`config.mk`:
```
export PLATFORM = sky130hd
export DESIGN_NAME = multicycle_controller
export DESIGN_NICKNAME = d
export VERILOG_FILES = /design/src/rtl/mc_ctrl_pkg.sv /design/src/rtl/mc_alu_decoder.sv /design/src/rtl/multicycle_controller.sv
export SDC_FILE = /design/constraint.sdc
export NUM_CORES = 1
export LEC_CHECK = 0
export BUFFER_PORTS_ARGS = -buffer_cell sky130_fd_sc_hd__buf_2
export CORE_MARGIN = 5
export CORE_UTILIZATION = 40
export CTS_BUF_LIST = sky130_fd_sc_hd__clkbuf_8
export DETAILED_ROUTE_END_ITERATION = 7
export HOLD_SLACK_MARGIN = 0.06
export PLACE_DENSITY_LB_ADDON = 0.15
export SYNTH_ARGS = -nofsm -noshare
export SYNTH_HDL_FRONTEND = slang
export SYNTH_SLANG_ARGS = --single-unit
```
`constraint.sdc`:
```
create_clock -name clk -period 1.9 [get_ports clk]
set_input_delay 0 -clock clk [delete_from_list [all_inputs] [get_ports clk]]
set_output_delay 0 -clock clk [all_outputs]
set_load 0.01 [all_outputs]
```
`src/rtl/mc_ctrl_pkg.sv`:
```
// Shared encodings for the multicycle RV32I controller: FSM states, ALU codes,
// datapath mux selects and the opcodes the controller recognises.
package mc_ctrl_pkg;

    typedef enum logic [3:0] {
        S_FETCH,
        S_DECODE,
        S_MEMADR,
        S_MEMREAD,
        S_MEMWB,
        S_MEMWRITE,
        S_EXECR,
        S_EXECI,
        S_ALUWB,
        S_BRANCH,
        S_JAL
    } state_t;

    typedef enum logic [1:0] {
        ALU_OP_ADD    = 2'b00,
        ALU_OP_SUB    = 2'b01,
        ALU_OP_DECODE = 2'b10
    } alu_op_t;

    localparam logic [2:0] ALU_ADD = 3'b000;
    localparam logic [2:0] ALU_SUB = 3'b001;
    localparam logic [2:0] ALU_AND = 3'b010;
    localparam logic [2:0] ALU_OR  = 3'b011;
    localparam logic [2:0] ALU_SLT = 3'b101;

    localparam logic [1:0] RES_ALUOUT    = 2'b00;
    localparam logic [1:0] RES_DATA      = 2'b01;
    localparam logic [1:0] RES_ALURESULT = 2'b10;

    localparam logic [1:0] SRCA_PC    = 2'b00;
    localparam logic [1:0] SRCA_OLDPC = 2'b01;
    localparam logic [1:0] SRCA_RS1   = 2'b10;

    localparam logic [1:0] SRCB_RS2  = 2'b00;
    localparam logic [1:0] SRCB_IMM  = 2'b01;
    localparam logic [1:0] SRCB_FOUR = 2'b10;

    localparam logic [1:0] IMM_I = 2'b00;
    localparam logic [1:0] IMM_S = 2'b01;
    localparam logic [1:0] IMM_B = 2'b10;
    localparam logic [1:0] IMM_J = 2'b11;

    localparam logic [6:0] OP_LOAD   = 7'b0000011;
    localparam logic [6:0] OP_STORE  = 7'b0100011;
    localparam logic [6:0] OP_RTYPE  = 7'b0110011;
    localparam logic [6:0] OP_ITYPE  = 7'b0010011;
    localparam logic [6:0] OP_BRANCH = 7'b1100011;
    localparam logic [6:0] OP_JAL    = 7'b1101111;

    // Immediate format is a pure function of the opcode, independent of state.
    function automatic logic [1:0] imm_src_of(input logic [6:0] op);
        case (op)
            OP_STORE:  return IMM_S;
            OP_BRANCH: return IMM_B;
            OP_JAL:    return IMM_J;
            default:   return IMM_I;
        endcase
    endfunction

endpackage

```
`src/rtl/mc_alu_decoder.sv`:
```
// ALU control decode: fixed add/sub for address and compare steps, or a
// funct3/funct7 decode for R-type and I-type execution.
module mc_alu_decoder
    import mc_ctrl_pkg::*;
(
    input  logic [1:0] alu_op,
    input  logic [2:0] funct3,
    input  logic       op_5,
    input  logic       funct7_5,
    output logic [2:0] alu_control
);

    // NOTE: every output of a combinational block gets a default first so no latch is inferred.
    always_comb begin
        alu_control = ALU_ADD;
        case (alu_op)
            ALU_OP_SUB: alu_control = ALU_SUB;
            ALU_OP_DECODE: begin
                case (funct3)
                    3'b000:  alu_control = (op_5 & funct7_5) ? ALU_SUB : ALU_ADD;
                    3'b010:  alu_control = ALU_SLT;
                    3'b110:  alu_control = ALU_OR;
                    3'b111:  alu_control = ALU_AND;
                    default: alu_control = ALU_ADD;
                endcase
            end
            default: alu_control = ALU_ADD;
        endcase
    end

endmodule

```
`src/rtl/multicycle_controller.sv`:
```
// Moore sequencing FSM for the multicycle RV32I datapath.
// Optional build macro RISCV_BNE_EN: branch taken = zero ^ funct3[0] (beq/bne).
module multicycle_controller
    import mc_ctrl_pkg::*;
(
    input  logic       clk,
    input  logic       rst,
    input  logic [6:0] op,
    input  logic [2:0] funct3,
    input  logic [6:0] funct7,
    input  logic       zero,
    input  logic       mem_ready,
    output logic       pc_write,
    output logic       adr_src,
    output logic       ir_write,
    output logic       mem_write,
    output logic       reg_write,
    output logic [1:0] result_src,
    output logic [1:0] alu_src_a,
    output logic [1:0] alu_src_b,
    output logic [1:0] imm_src,
    output logic [2:0] alu_control,
    output logic       illegal_instr
);

    state_t  state;
    logic    illegal_q;
    alu_op_t alu_op;
    logic    taken;
    logic    pc_en;
    logic    ir_en;
    logic    mem_en;
    logic    reg_en;
    logic    unused_funct7;

    assign unused_funct7 = ^{funct7[6], funct7[4:0]};

`ifdef RISCV_BNE_EN
    assign taken = zero ^ funct3[0];
`else
    assign taken = zero;
`endif

    // NOTE: sequential state uses non-blocking assignments so every register samples pre-edge values.
    always_ff @(posedge clk or negedge rst) begin
        if (!rst) begin
            state     <= S_FETCH;
            illegal_q <= 1'b0;
        end else begin
            illegal_q <= 1'b0;
            case (state)
                S_FETCH:  if (mem_ready) state <= S_DECODE;
                S_DECODE: begin
                    case (op)
                        OP_LOAD, OP_STORE: state <= S_MEMADR;
                        OP_RTYPE:          state <= S_EXECR;
                        OP_ITYPE:          state <= S_EXECI;
                        OP_BRANCH:         state <= S_BRANCH;
                        OP_JAL:            state <= S_JAL;
                        default: begin
                            state     <= S_FETCH;
                            illegal_q <= 1'b1;
                        end
                    endcase
                end
                S_MEMADR:   state <= (op == OP_LOAD) ? S_MEMREAD : S_MEMWRITE;
                S_MEMREAD:  if (mem_ready) state <= S_MEMWB;
                S_MEMWB:    state <= S_FETCH;
                S_MEMWRITE: if (mem_ready) state <= S_FETCH;
                S_EXECR:    state <= S_ALUWB;
                S_EXECI:    state <= S_ALUWB;
                S_ALUWB:    state <= S_FETCH;
                S_BRANCH:   state <= S_FETCH;
                S_JAL:      state <= S_ALUWB;
                default:    state <= S_FETCH;
            endcase
        end
    end

    always_comb begin
        pc_en      = 1'b0;
        ir_en      = 1'b0;
        mem_en     = 1'b0;
        reg_en     = 1'b0;
        adr_src    = 1'b0;
        result_src = RES_ALUOUT;
        alu_src_a  = SRCA_PC;
        alu_src_b  = SRCB_RS2;
        alu_op     = ALU_OP_ADD;
        case (state)
            S_FETCH: begin
                alu_src_b  = SRCB_FOUR;
                result_src = RES_ALURESULT;
                pc_en      = mem_ready;
                ir_en      = mem_ready;
            end
            S_DECODE: begin
                alu_src_a = SRCA_OLDPC;
                alu_src_b = SRCB_IMM;
            end
            S_MEMADR: begin
                alu_src_a = SRCA_RS1;
                alu_src_b = SRCB_IMM;
            end
            S_MEMREAD:  adr_src = 1'b1;
            S_MEMWB: begin
                result_src = RES_DATA;
                reg_en     = 1'b1;
            end
            S_MEMWRITE: begin
                adr_src = 1'b1;
                mem_en  = 1'b1;
            end
            S_EXECR: begin
                alu_src_a = SRCA_RS1;
                alu_op    = ALU_OP_DECODE;
            end
            S_EXECI: begin
                alu_src_a = SRCA_RS1;
                alu_src_b = SRCB_IMM;
                alu_op    = ALU_OP_DECODE;
            end
            S_ALUWB:    reg_en = 1'b1;
            S_BRANCH: begin
                alu_src_a = SRCA_RS1;
                alu_op    = ALU_OP_SUB;
                pc_en     = taken;
            end
            S_JAL: begin
                alu_src_a = SRCA_OLDPC;
                alu_src_b = SRCB_FOUR;
                pc_en     = 1'b1;
            end
            default: ;
        endcase
    end

    // Gating enables with rst kills a pending write in the same cycle reset asserts.
    assign pc_write      = pc_en  & rst;
    assign ir_write      = ir_en  & rst;
    assign mem_write     = mem_en & rst;
    assign reg_write     = reg_en & rst;
    assign illegal_instr = illegal_q;
    assign imm_src       = imm_src_of(op);

    mc_alu_decoder u_alu_decoder (
        .alu_op      (alu_op),
        .funct3      (funct3),
        .op_5        (op[5]),
        .funct7_5    (funct7[5]),
        .alu_control (alu_control)
    );

endmodule

```
==> impl_metrics.yaml <==
floorplanning:
  fp.coreArea_mm2: 0.00154
  die_y_um: 50.7
  rows: 14
  die_w_um: 50.7
  die_area_mm2: 0.00257
  start_util_pct: 42.9
  ios: 38
setup_path:
  cp_top_family: "simple AND/OR/NAND/NOR gates"
  cp-start-kind: "flop"
  r2r-start: "state[2]"
  worstPathRequired_ns: 1.90
  worst_ep_arrival_time_ns: 1.75
  crit_buf_inv: 1
  r2r_end: "state[0]"
  crit_type: "reg2out"
  reg2reg_depth: 4
  slowest_delay_ns: 0.36
  crit_chain: "or2b_1 > nor2_2 > nand2_1 > ha_1 > nor4_2 > buf_2"
  r2r_slack_ns: 0.55
  path_max_fanout: 3
  end_kind: "output port"
  cpMaxStageDelayCell: "dfrtp_1"
timing:
  finalMaxSlewViolations: 0
  period_share_pct: 92.0
  tightestPinTransition_ns: 0.331
  rsz0062_at_grt: "false"
  fin_setup_tns_ns: 0
  fin_crit_ns: 1.75
  maxSlewHeadroom_pct: 77.7
  setup_viol: 0
  fmax_ghz: 0.572
  finalHoldViolations: 0
  finClkSkew_ns: 0.00270
run:
  maxCapViolCount: 0
placement:
  gp_congestion: 0.802
  portBuffers: 31
  dp.cells: 135
  hpwlAfterDp_um: 1380
power_and_ir_drop:
  p_comb_share_pct: 34.8
  seq_power_share_pct: 25.4
  p_clk_share_pct: 39.7
  p_leak_nw: 0.459
  p_sw_w: 0.000141
  pwr_density_cell_mw_per_mm2: 519
  swShare_pct: 30.2
  intPower_w: 0.000325
  ir_drop_mv: 0.241
  power.total_w: 0.000466
clock_tree:
  cts_sinks: 5
  cts.path.max_buffers: 2
  insertion_delay_ns: 0.22
  cts_tree: "done"
  clk_pin_slew_worst_paths_ns: 0.04
  cts_setup_buffers: 0
  cts_root_buffer: "clkbuf_8"
  htreeDepth: 1
  cts_buffers: 3
synthesis:
  avgSynthCellArea_um2: 7.35
  synth_common_cells: "nor2_1, a21oi_1, dfrtp_1, inv_1, nand2_1"
  syn-num-nets: 113
  synth-seq-cells: 5
  ys.flop_type: "dfrtp_1"
  ys_warn_count: 0
  synthCells: 90
  yosys.area.top_type_share_pct: 18.9
  ys_seq_area_share_pct: 18.9
  netlist_area_um2: 662
  synth_edf_count: 0
  yosysUniqueCellTypes: 37
  synth_top_area_cell: "dfrtp_1"
  synthTopCellsByArea: "dfrtp_1, nor2_1, xnor2_1, a21oi_1, ha_1"
  async_reset_ff_share_pct: 100
  yosysMostFrequentCell: "nor2_1"
drt:
  postRouteAntennaNets: 0
  drt_wl_total_um: 1740
  vias_per_cell: 5.38
  drc: 0
  vias: 753
  drtIter0Drc: 11
  wire_per_inst_um: 12.4
  dr.pass1.iters: 4
min_path:
  min_from: "op[4]"
  hp-class: "in2reg"
  min_to: "state[2]"
  hold_path_depth: 3
global_routing:
  antenna_found_initial: 0
  grt_pass1_vias: 672
  grt_max_degree: 18
  grt_pass1_wl_um: 2790
  grtUsageTotal_pct: 13.4
  gr-total-overflow: 0
finish:
  stdcell_count: 140
  nets: 148
  fillers: 152
  antenna_cells: 0
  final_layout_size_suffix_gt1_share_pct: 37.1
  post-route-util_pct: 58.3
  syn_to_final_growth_pct: 35.7
run_status:
  status: "completed"
[per-layer routing]
layer  share of wire [%]  GRT usage (%)
met5                   0              0
met3                  11           2.07
met4                   0           5.11
met2                  48           21.1
met1                  42           18.1
[layout make-up]
class                      count  area (µm²)  share of cell area, %
clock buffer                   3        41.3                   4.60
clock inverter                 1        3.75                  0.418
inverter                       5        18.8                   2.09
multi-input combinational     74         493                   54.9
sequential                     5         126                   14.1
tap                           16        20.0                   2.23
timing repair buffer          36         195                   21.7
[worst reg2reg max path, stage by stage, from the launching register on]
cell	delay, ns
dfrtp_2	0.45
buf_4	0.19
nor2_1	0.19
nand2_1	0.14
o32ai_1	0.28
[sequential cells by signal, indices dropped and copies added (netlist names)]
| name | count |
|---|---|
| state | 4 |
| illegal_instr | 1 |
[cell families after synthesis]
logic type	after synthesis	synth area share, %
adders and majority gates	2	3.78
DFF	5	18.9
AOI/OAI and AO/OA	20	20.4
xor gates and xnor gates	5	6.62
and+or+nand+nor	46	40.3
buffers and inverters	11	8.32
muxes	1	1.70
[layout by cell type (no fill, tap or decap), types with 3 or more instances in the layout]
cell type,count
buf_4,4
nand2b_1,3
a21oi_1,5
clkbuf_8,3
nor2_1,11
inv_1,6
nor3b_1,3
o21ai_0,4
nand2_1,5
buf_2,31
dfrtp_1,4
xnor2_1,3
a31oi_1,3
[metrics by stage]
| stage | instance area [µm²] | worst slack [ns] | hold slack [ns] |
|---|---|---|---|
| after floorplan | 662 | 0.240 | -0.296 |
| after global placement | 831 | 0.339 | -0.160 |
| after detailed placement | 831 | 0.294 | -0.161 |
| after CTS | 886 | 0.0573 | 0.109 |
| after global routing | 898 | 0.0418 | 0.132 |
| final | 898 | 0.152 | 0.108 |
[power by group through the flow]
| stage | sequential [W] | combinational [W] | clock [W] |
|---|---|---|---|
| 2_1_floorplan | 0.000122 | 0.0000981 | 0 |
| 3_3_place_gp | 0.000119 | 0.000156 | 0 |
| 3_5_place_dp | 0.000120 | 0.000159 | 0 |
| 4_1_cts | 0.000118 | 0.000162 | 0.000188 |
| 5_1_grt | 0.000120 | 0.000179 | 0.000201 |
| 6_report | 0.000119 | 0.000162 | 0.000185 |
[worst max path at each step]
stage               cells after the start     start  slack (ns)              to
CTS                                     6  state[1]        0.06  alu_control[2]
finish                                  6  state[1]        0.15  alu_control[2]
global route                            6  state[1]        0.04  alu_control[2]
detailed placement                      6  state[1]        0.29  alu_control[2]
global placement                        6  state[1]        0.34  alu_control[2]
floorplan                               6  state[1]        0.24  alu_control[2]
[timing repair]
item                                   in CTS  in global routing
hold buffers                                1                  0
gates resized for setup                     0                  4
setup endpoints to repair                   0                  1
endpoints found under the hold margin       5                  0
Power figures use the tool's default switching activity.
